===== src/rtl/fft8_frame_ctrl.sv =====
// Frame controller for an 8-point FFT/IFFT butterfly core: gathers 8 samples,
// runs the core with a completion filter and timeout, then streams results out.
module fft8_frame_ctrl #(
  parameter int W         = 16,
  parameter int CAP_DELAY = 2,
  parameter int TIMEOUT   = 16
) (
  input  logic            clk,
  input  logic            reset,
  input  logic            i_mode_in,
  input  logic            i_in_valid,
  output logic            o_in_ready,
  input  logic [W-1:0]    i_in_re,
  input  logic [W-1:0]    i_in_im,
  output logic            o_out_valid,
  input  logic            i_out_ready,
  output logic [W-1:0]    o_out_re,
  output logic [W-1:0]    o_out_im,
  output logic            o_out_last,
  output logic            o_core_en,
  output logic            o_core_mode,
  output logic [16*W-1:0] o_core_x,
  input  logic            i_core_done,
  input  logic [16*W-1:0] i_core_y,
  output logic            o_busy,
  output logic            o_err,
  output logic [7:0]      o_frame_cnt
);

  // state | meaning
  // LOAD  | accepting input samples into in_buf
  // RUN   | core enabled, waiting for a filtered core_done or timeout
  // DRAIN | streaming out_buf to the output handshake
  typedef enum logic [1:0] {
    LOAD  = 2'd0,
    RUN   = 2'd1,
    DRAIN = 2'd2
  } state_t;

  localparam int DW = $clog2(CAP_DELAY + 1);
  localparam int RW = $clog2(TIMEOUT + 1);
  localparam logic [DW-1:0] DONE_TC = DW'(CAP_DELAY);
  localparam logic [RW-1:0] RUN_TC  = RW'(TIMEOUT);

  state_t        r_state;
  state_t        w_state_nxt;
  logic [2:0]    r_wr_idx;
  logic [2:0]    r_rd_idx;
  logic [2:0]    w_wr_nxt;
  logic [2:0]    w_rd_nxt;
  logic [DW-1:0] r_done_cnt;
  logic [DW-1:0] w_done_nxt;
  logic [DW-1:0] w_done_inc;
  logic [RW-1:0] r_run_cnt;
  logic [RW-1:0] w_run_nxt;
  logic [RW-1:0] w_run_inc;
  logic          w_in_acc;
  logic          w_out_acc;
  logic          w_capture;
  logic          w_timeout;

  logic [W-1:0]  r_in_re  [8];
  logic [W-1:0]  r_in_im  [8];
  logic [W-1:0]  r_out_re [8];
  logic [W-1:0]  r_out_im [8];

  logic          r_in_ready;
  logic          r_out_valid;
  logic          r_core_en;
  logic          r_core_mode;
  logic          r_busy;
  logic          r_err;
  logic [7:0]    r_frame_cnt;

  logic [W-1:0]  w_sel_re;
  logic [W-1:0]  w_sel_im;

  // Rounded divide-by-8 in W+1 bits so v+4 cannot overflow.
  function automatic logic [W-1:0] ifft_scale(input logic [W-1:0] v);
    logic signed [W:0] ext;
    ext = $signed({v[W-1], v}) + $signed((W+1)'(4));
    ext = ext >>> 3;
    return ext[W-1:0];
  endfunction

  assign w_done_inc = r_done_cnt + DW'(1);
  assign w_run_inc  = r_run_cnt + RW'(1);

  always_comb begin
    w_state_nxt = r_state;
    w_wr_nxt    = r_wr_idx;
    w_rd_nxt    = r_rd_idx;
    w_done_nxt  = '0;
    w_run_nxt   = '0;
    w_in_acc    = 1'b0;
    w_out_acc   = 1'b0;
    w_capture   = 1'b0;
    w_timeout   = 1'b0;
    unique case (r_state)
      LOAD: begin
        if (i_in_valid) begin
          w_in_acc = 1'b1;
          w_wr_nxt = r_wr_idx + 3'd1;
          if (r_wr_idx == 3'd7) w_state_nxt = RUN;
        end
      end
      RUN: begin
        w_run_nxt = w_run_inc;
        if (i_core_done) w_done_nxt = w_done_inc;
        // A capture on the last allowed cycle wins over the timeout.
        if (i_core_done && (w_done_inc == DONE_TC)) begin
          w_capture   = 1'b1;
          w_state_nxt = DRAIN;
        end else if (w_run_inc == RUN_TC) begin
          w_timeout   = 1'b1;
          w_state_nxt = LOAD;
        end
      end
      DRAIN: begin
        if (i_out_ready) begin
          w_out_acc = 1'b1;
          w_rd_nxt  = r_rd_idx + 3'd1;
          if (r_rd_idx == 3'd7) w_state_nxt = LOAD;
        end
      end
      default: w_state_nxt = LOAD;
    endcase
  end

  always_ff @(posedge clk or posedge reset) begin
    if (reset) begin
      r_state     <= LOAD;
      r_wr_idx    <= '0;
      r_rd_idx    <= '0;
      r_done_cnt  <= '0;
      r_run_cnt   <= '0;
      r_in_ready  <= 1'b1;
      r_out_valid <= 1'b0;
      r_core_en   <= 1'b0;
      r_busy      <= 1'b0;
      r_core_mode <= 1'b0;
      r_err       <= 1'b0;
      r_frame_cnt <= '0;
    end else begin
      r_state     <= w_state_nxt;
      r_wr_idx    <= w_wr_nxt;
      r_rd_idx    <= w_rd_nxt;
      r_done_cnt  <= w_done_nxt;
      r_run_cnt   <= w_run_nxt;
      r_in_ready  <= (w_state_nxt == LOAD);
      r_out_valid <= (w_state_nxt == DRAIN);
      r_core_en   <= (w_state_nxt == RUN);
      r_busy      <= (w_state_nxt != LOAD) || (w_wr_nxt != 3'd0);
      if (w_in_acc && (r_wr_idx == 3'd0)) r_core_mode <= i_mode_in;
      if (w_timeout) r_err <= 1'b1;
      if (w_out_acc && (r_rd_idx == 3'd7)) r_frame_cnt <= r_frame_cnt + 8'd1;
    end
  end

  always_ff @(posedge clk or posedge reset) begin
    if (reset) begin
      for (int k = 0; k < 8; k++) begin
        r_in_re[k]  <= '0;
        r_in_im[k]  <= '0;
        r_out_re[k] <= '0;
        r_out_im[k] <= '0;
      end
    end else begin
      if (w_in_acc) begin
        r_in_re[r_wr_idx] <= i_in_re;
        r_in_im[r_wr_idx] <= i_in_im;
      end
      if (w_capture) begin
        for (int k = 0; k < 8; k++) begin
          r_out_re[k] <= i_core_y[2*k*W +: W];
          r_out_im[k] <= i_core_y[2*k*W+W +: W];
        end
      end
    end
  end

  always_comb begin
    o_core_x = '0;
    for (int k = 0; k < 8; k++) begin
      o_core_x[2*k*W +: W]   = r_in_re[k];
      o_core_x[2*k*W+W +: W] = r_in_im[k];
    end
  end

  // Output data is a mux of held registers, so it is stable under backpressure.
  assign w_sel_re = r_out_re[r_rd_idx];
  assign w_sel_im = r_out_im[r_rd_idx];
  assign o_out_re = r_core_mode ? ifft_scale(w_sel_re) : w_sel_re;
  assign o_out_im = r_core_mode ? ifft_scale(w_sel_im) : w_sel_im;

  assign o_out_last  = r_out_valid && (r_rd_idx == 3'd7);
  assign o_in_ready  = r_in_ready;
  assign o_out_valid = r_out_valid;
  assign o_core_en   = r_core_en;
  assign o_core_mode = r_core_mode;
  assign o_busy      = r_busy;
  assign o_err       = r_err;
  assign o_frame_cnt = r_frame_cnt;

endmodule

===== config.mk =====
export PLATFORM = sky130hd
export DESIGN_NAME = fft8_frame_ctrl
export DESIGN_NICKNAME = d
export VERILOG_FILES = /design/src/rtl/fft8_frame_ctrl.sv
export SDC_FILE = /design/constraint.sdc
export NUM_CORES = 1
export LEC_CHECK = 0
export ABC_AREA = 1
export CAP_MARGIN = 20
export CORE_MARGIN = 4
export CORE_UTILIZATION = 44
export CTS_CLUSTER_DIAMETER = 120
export CTS_CLUSTER_SIZE = 8
export DETAILED_ROUTE_END_ITERATION = 16
export DONT_BUFFER_PORTS = 1
export PLACE_DENSITY = 0.59
export SETUP_SLACK_MARGIN = 0.02
export SYNTH_ARGS = -nofsm -noshare
export SYNTH_HDL_FRONTEND = slang
export SYNTH_SLANG_ARGS = --single-unit

===== constraint.sdc =====
create_clock -name clk -period 57.3 [get_ports clk]
set_input_delay 11.46 -clock clk [delete_from_list [all_inputs] [get_ports clk]]
set_output_delay 11.46 -clock clk [all_outputs]
set_load 0.1 [all_outputs]

; Yosys cells after proc, flatten, opt, wreduce, memory -nomap -nowiden
; Cells that the tools add are included.
[totals]
output_inout_bits = 303
word_cells = 109
in_bits = 294
mem_count = 0
rom_bits = 0
register_bits = 541
latchBits = 0
ram_bits = 0
[classes]
n_eq_ne = 8
n_reduce_logical = 12
n_mul = 0
mux = 33
order_cmp = 3
div = 0
n_addsub = 7
n_shift = 0
bitwise_logic = 2
[op_table]
columns = cell, count
row1 = bitwise mux 128 bit, 2
row2 = two-way mux 16 bit, 7
row3 = binary-select mux 16 bit (select 3 bit), 2
row4 = demux 16 bit (select 3 bit), 1
row5 = "adder 16 x 4 -> 17 bit, second input constant", 2
row6 = two-way mux 2 bit, 8
row7 = two-way mux 1 bit, 9
row8 = "adder 8 x 1 -> 8 bit, second input constant", 1
row9 = "greater-or-equal comparator 4 bit, second input constant", 2
row10 = NOT 3 -> 4 bit, 2
row11 = "adder 3 x 1 -> 3 bit, second input constant", 2
row12 = "equality test 2 bit, second input constant", 3
row13 = "equality test 3 bit, second input constant", 2
row14 = two-way mux 3 bit, 2
row15 = one-hot mux 2 bit (3 select lines), 1
row16 = "adder 5 x 1 -> 5 bit, second input constant", 1
row17 = "equality test 5 bit, second input constant", 1
row18 = logical AND 1 bit, 5
row19 = two-way mux 5 bit, 1
row20 = "equality test 2 x 1 -> 1 bit, second input constant", 2
row21 = zero test 2 bit, 2
row22 = "less-than comparator 4 x 1 -> 1 bit, second input constant", 1
row23 = zero test 3 bit, 1
row24 = nonzero test 3 bit, 1
row25 = 4 further kinds, 4

; Depth between registers and ports, before layout
[depth]
depth_word = 7
mapped_depth = 16
depth_no_buf = 14

; Worst setup path before layout
; Ideal clock, no wire load.
[synth_timing]
path_kind = register to output
startpoint = register r_rd_idx[0]
endpoint = output o_out_re[1]
path_stages_with_launch = 11
arrival_time_ns = 3.670
t_required_ns = 45.840
path_buffers = 2
setup_slack_ns = 42.170
cell_sequence = dfrtp_1 > buf_4 > buf_2 > o211ai_1 > nand2_1 > nand2_1 > nand2_1 > ha_1 > nand2_1 > inv_1 > o31ai_1
[synth_via]
elab_chain_len = 6
[synth_rtl]
columns = element, line
row1 = from (decl), 48  ; logic [2:0] r_rd_idx;
row2 = from (signal assigned), 147  ; r_rd_idx <= w_rd_nxt;
row3 = NOT 3 -> 4 bit (not written as such) (*), 191  ; assign w_sel_re = r_out_re[r_rd_idx];
row4 = binary-select mux 16 bit (select 3 bit) (*), 191
row5 = two-way mux 16 bit (not written as such) (*) (2 in a row), 191
row6 = adder 16 x 4 -> 17 bit, 81  ; ext = $signed({v[W-1], v}) + $signed((W+1)'(4));
row7 = two-way mux 16 bit (*), 193  ; assign o_out_re = r_core_mode ? ifft_scale(w_sel_re) : w_sel_re;
row8 = to (decl), 17  ; output logic [W-1:0] o_out_re,
; Mark *: on every way between the ends. The rest lies on a longest branch, timed or not. The select of a mux whose other input is x is not followed.

; Worst setup path in the final report
[layout_timing]
startpoint = register r_rd_idx[0]
endpoint = output o_out_im[9]
[layout_via]
elab_chain_len = 6
[layout_rtl]
columns = element, line
row1 = NOT 3 -> 4 bit (not written as such) (*), 192  ; assign w_sel_im = r_out_im[r_rd_idx];
row2 = binary-select mux 16 bit (select 3 bit) (*), 192
row3 = two-way mux 16 bit (not written as such) (*) (2 in a row), 192
row4 = adder 16 x 4 -> 17 bit, 81
row5 = two-way mux 16 bit (*), 194  ; assign o_out_im = r_core_mode ? ifft_scale(w_sel_im) : w_sel_im;
row6 = to (decl), 18  ; output logic [W-1:0] o_out_im,
; Marked as above.

==> results.sh <==
export IMPL_grt_pass1_wl_um=115100
export IMPL_finalSetupViolCount=0
export IMPL_grt_pass1_vias=18080
export IMPL_drv_slew=0
export IMPL_avgSynthCellArea_um2=8.635
export IMPL_hold_slack_ns=0.4494
export IMPL_detail_route_antenna_nets=0
export IMPL_io_buffers=0
export IMPL_drt_total_wl_um=76380
export IMPL_cts_tree="yes"
export IMPL_final_cell_mix="631 x nand2_1, 536 x dfrtp_1, 343 x nor2_1"
export IMPL_final_period_utilization_pct=28.20
export IMPL_root_buffer="clkbuf_16"
export IMPL_h_tree_depth=3
export IMPL_syn_area_um2=23470
export IMPL_core_um2=52660
export IMPL_dieArea_um2=57100
export IMPL_status="completed"
export IMPL_core_rowCount=84
export IMPL_routedWlPerCell_um=22.56
export IMPL_critPathRequiredTime_ns=45.84
export IMPL_nets=2979
export IMPL_cts_hold_buffers=0
export IMPL_fin_worst_skew_ns=0.02403
export IMPL_ys_seq_elements=541
export IMPL_drt_pre_antenna_iters=5
export IMPL_hold_viol=0
export IMPL_ys_warn_count=0
export IMPL_drv_cap=0
export IMPL_yosysTopAreaCell="dfrtp_1"
export IMPL_synth_fp_nets=3022
export IMPL_drc=0
export IMPL_worstSetupStartpointType="register"
export IMPL_die_height_um=239.0
export IMPL_die_x_um=239.0
export IMPL_worstPathMaxFanout=62
export IMPL_drive_gt1_share_pct=8.250
export IMPL_final_cell_area_um2=26250
export IMPL_crit_type="reg2out"
export IMPL_vias=18410
export IMPL_placed_area_um2=24110
export IMPL_start_util_pct=44.57
export IMPL_synth_top_area_share_pct=57.58
export IMPL_syn2layout_area_growth_pct=11.84
export IMPL_critPathCaptureType="output pin"
export IMPL_via_per_inst=5.438
export IMPL_ys_seq_area_share_pct=57.69
export IMPL_pre_cts_ws_ns=41.80
export IMPL_clock_sinks=541
export IMPL_ys_top_cells_by_area="dfrtp_1 58%, nand2_1 10%, a21oi_1 5.6%"
export IMPL_final_setup_tns_ns=0
export IMPL_cts_made_buffers=77
export IMPL_holdCritPathClass="reg2reg"
export IMPL_cts_setup_buffers=0
export IMPL_clk_latency_ns=0.62
export IMPL_grt_setup_unrepaired="no"
export IMPL_ioPinCount=597
export IMPL_antenna_found_initial=10
export IMPL_relSlewSlack_pct=20.52
export IMPL_cts_clk_slew_worst_paths_ns=0.06
export IMPL_dpl_hpwl_um=54120
export IMPL_grt_max_degree=219
export IMPL_clockBufferDepth=3
export IMPL_synthDistinctLibCells=34
export IMPL_grt_ovfl_total=0
export IMPL_layout_commonest_cell="nand2_1"
export IMPL_drt_iter0_markers=1388
export IMPL_fmaxAchievable_mhz=61.88
export IMPL_place_congestion=0.8779
export IMPL_syn_inst=2718
export IMPL_setup_ws_ns=41.14
export IMPL_cp_data_arrival_time_ns=4.70
export IMPL_cts_resized=0
export IMPL_min_period_ns=16.16
export IMPL_tightest_slew_ns=1.192
export IMPL_grt_usage_pct=26.17
==> layout make-up <==
class	instances	area (um2)
Sequential cell	541	13550
Multi-Input combinational cell	1753	8305
Antenna cell	7	17.52
Clock buffer	87	1964
Timing Repair Buffer	33	372.9
Clock inverter	8	160.2
Tap cell	688	860.8
Fill cell	4925	26410
Inverter	269	1020
==> stage by stage <==
stage               instances  util, %
global route             3384    49.84
floorplan                2718        -
global placement         3281    45.62
CTS                      3379    49.81
detailed placement       3284    45.78
finish                   3386    49.85
==> metal layers <==
| metal | track usage (%) | share of wire [%] | vias to the layer above |
|---|---|---|---|
| li1 | - | - | 8526 |
| met1 | 33.41 | 39 | 8974 |
| met2 | 41.59 | 47 | 758 |
| met3 | 9.518 | 10 | 150 |
| met4 | 9.024 | 3.2 | 6 |
| met5 | 0 | 0.060 | - |
==> state kept, by name (all words and copies together), names as in the netlist, 2 cells and up <==
name / cells
o_core_x: 256
r_out_im: 128
r_out_re: 128
o_frame_cnt: 8
r_run_cnt: 5
r_rd_idx: 3
r_wr_idx: 3
r_done_cnt: 2
r_state: 2
==> cells in the mapped netlist (all sizes together) <==
master / number
nand2: 632
dfrtp: 540
nor2: 347
inv: 267
a21oi: 263
o21ai: 248
nand3: 133
clkbuf: 88
buf: 67
mux2: 66
nand4: 12
ha: 10
xor2: 7
nor3: 6
o211ai: 6
o22ai: 5
xnor2: 5
o221ai: 4
o21bai: 3
a31oi: 2
and3: 2
clkinv: 2
o31ai: 2
dfstp: 1
==> critical path, stage by stage, from the launching register on <==
cell	delay [ns]
dfrtp_4	0.72
inv_4	0.52
buf_4	0.63
nor2_1	0.09
o21ai_1	0.15
nand2_1	0.07
nand2_1	0.17
ha_1	0.20
nand2_1	0.08
nor2_1	0.24
nand2_1	0.15
o21bai_1	0.14
nand3_1	0.08
nand2_1	0.74
==> kinds of logic (layout without fill, tap and decap cells) <==
family,count (synthesis),count (layout),synth area share [%]
fa+ha+maj,10,10,0.5331
buf+inv,424,397,7.389
simple gates,1132,1132,19.19
other cells,0,7,0
flops,541,541,57.69
compound gates,533,533,11.58
mux,66,66,3.167
xor+xnor,12,12,0.4478
==> worst paths after layout <==
check                              startpoint            end  slack [ns]  cells after the start
worst max-delay path              r_rd_idx[0]    o_out_im[9]       41.14                     13
worst min-delay path            r_done_cnt[0]  r_done_cnt[0]        0.45                      1
worst max register to register  r_done_cnt[0]   r_out_im[30]       54.17                      5
worst min register to register  r_done_cnt[0]  r_done_cnt[0]        0.45                      1
max in group asynchronous               reset   r_out_im[97]       44.20                      3
min in group asynchronous               reset   o_core_x[84]       10.83                      1
Power is left out: the tool's default activity adds up to more than one toggle a clock period on the data nets, which glitch-free logic cannot reach.
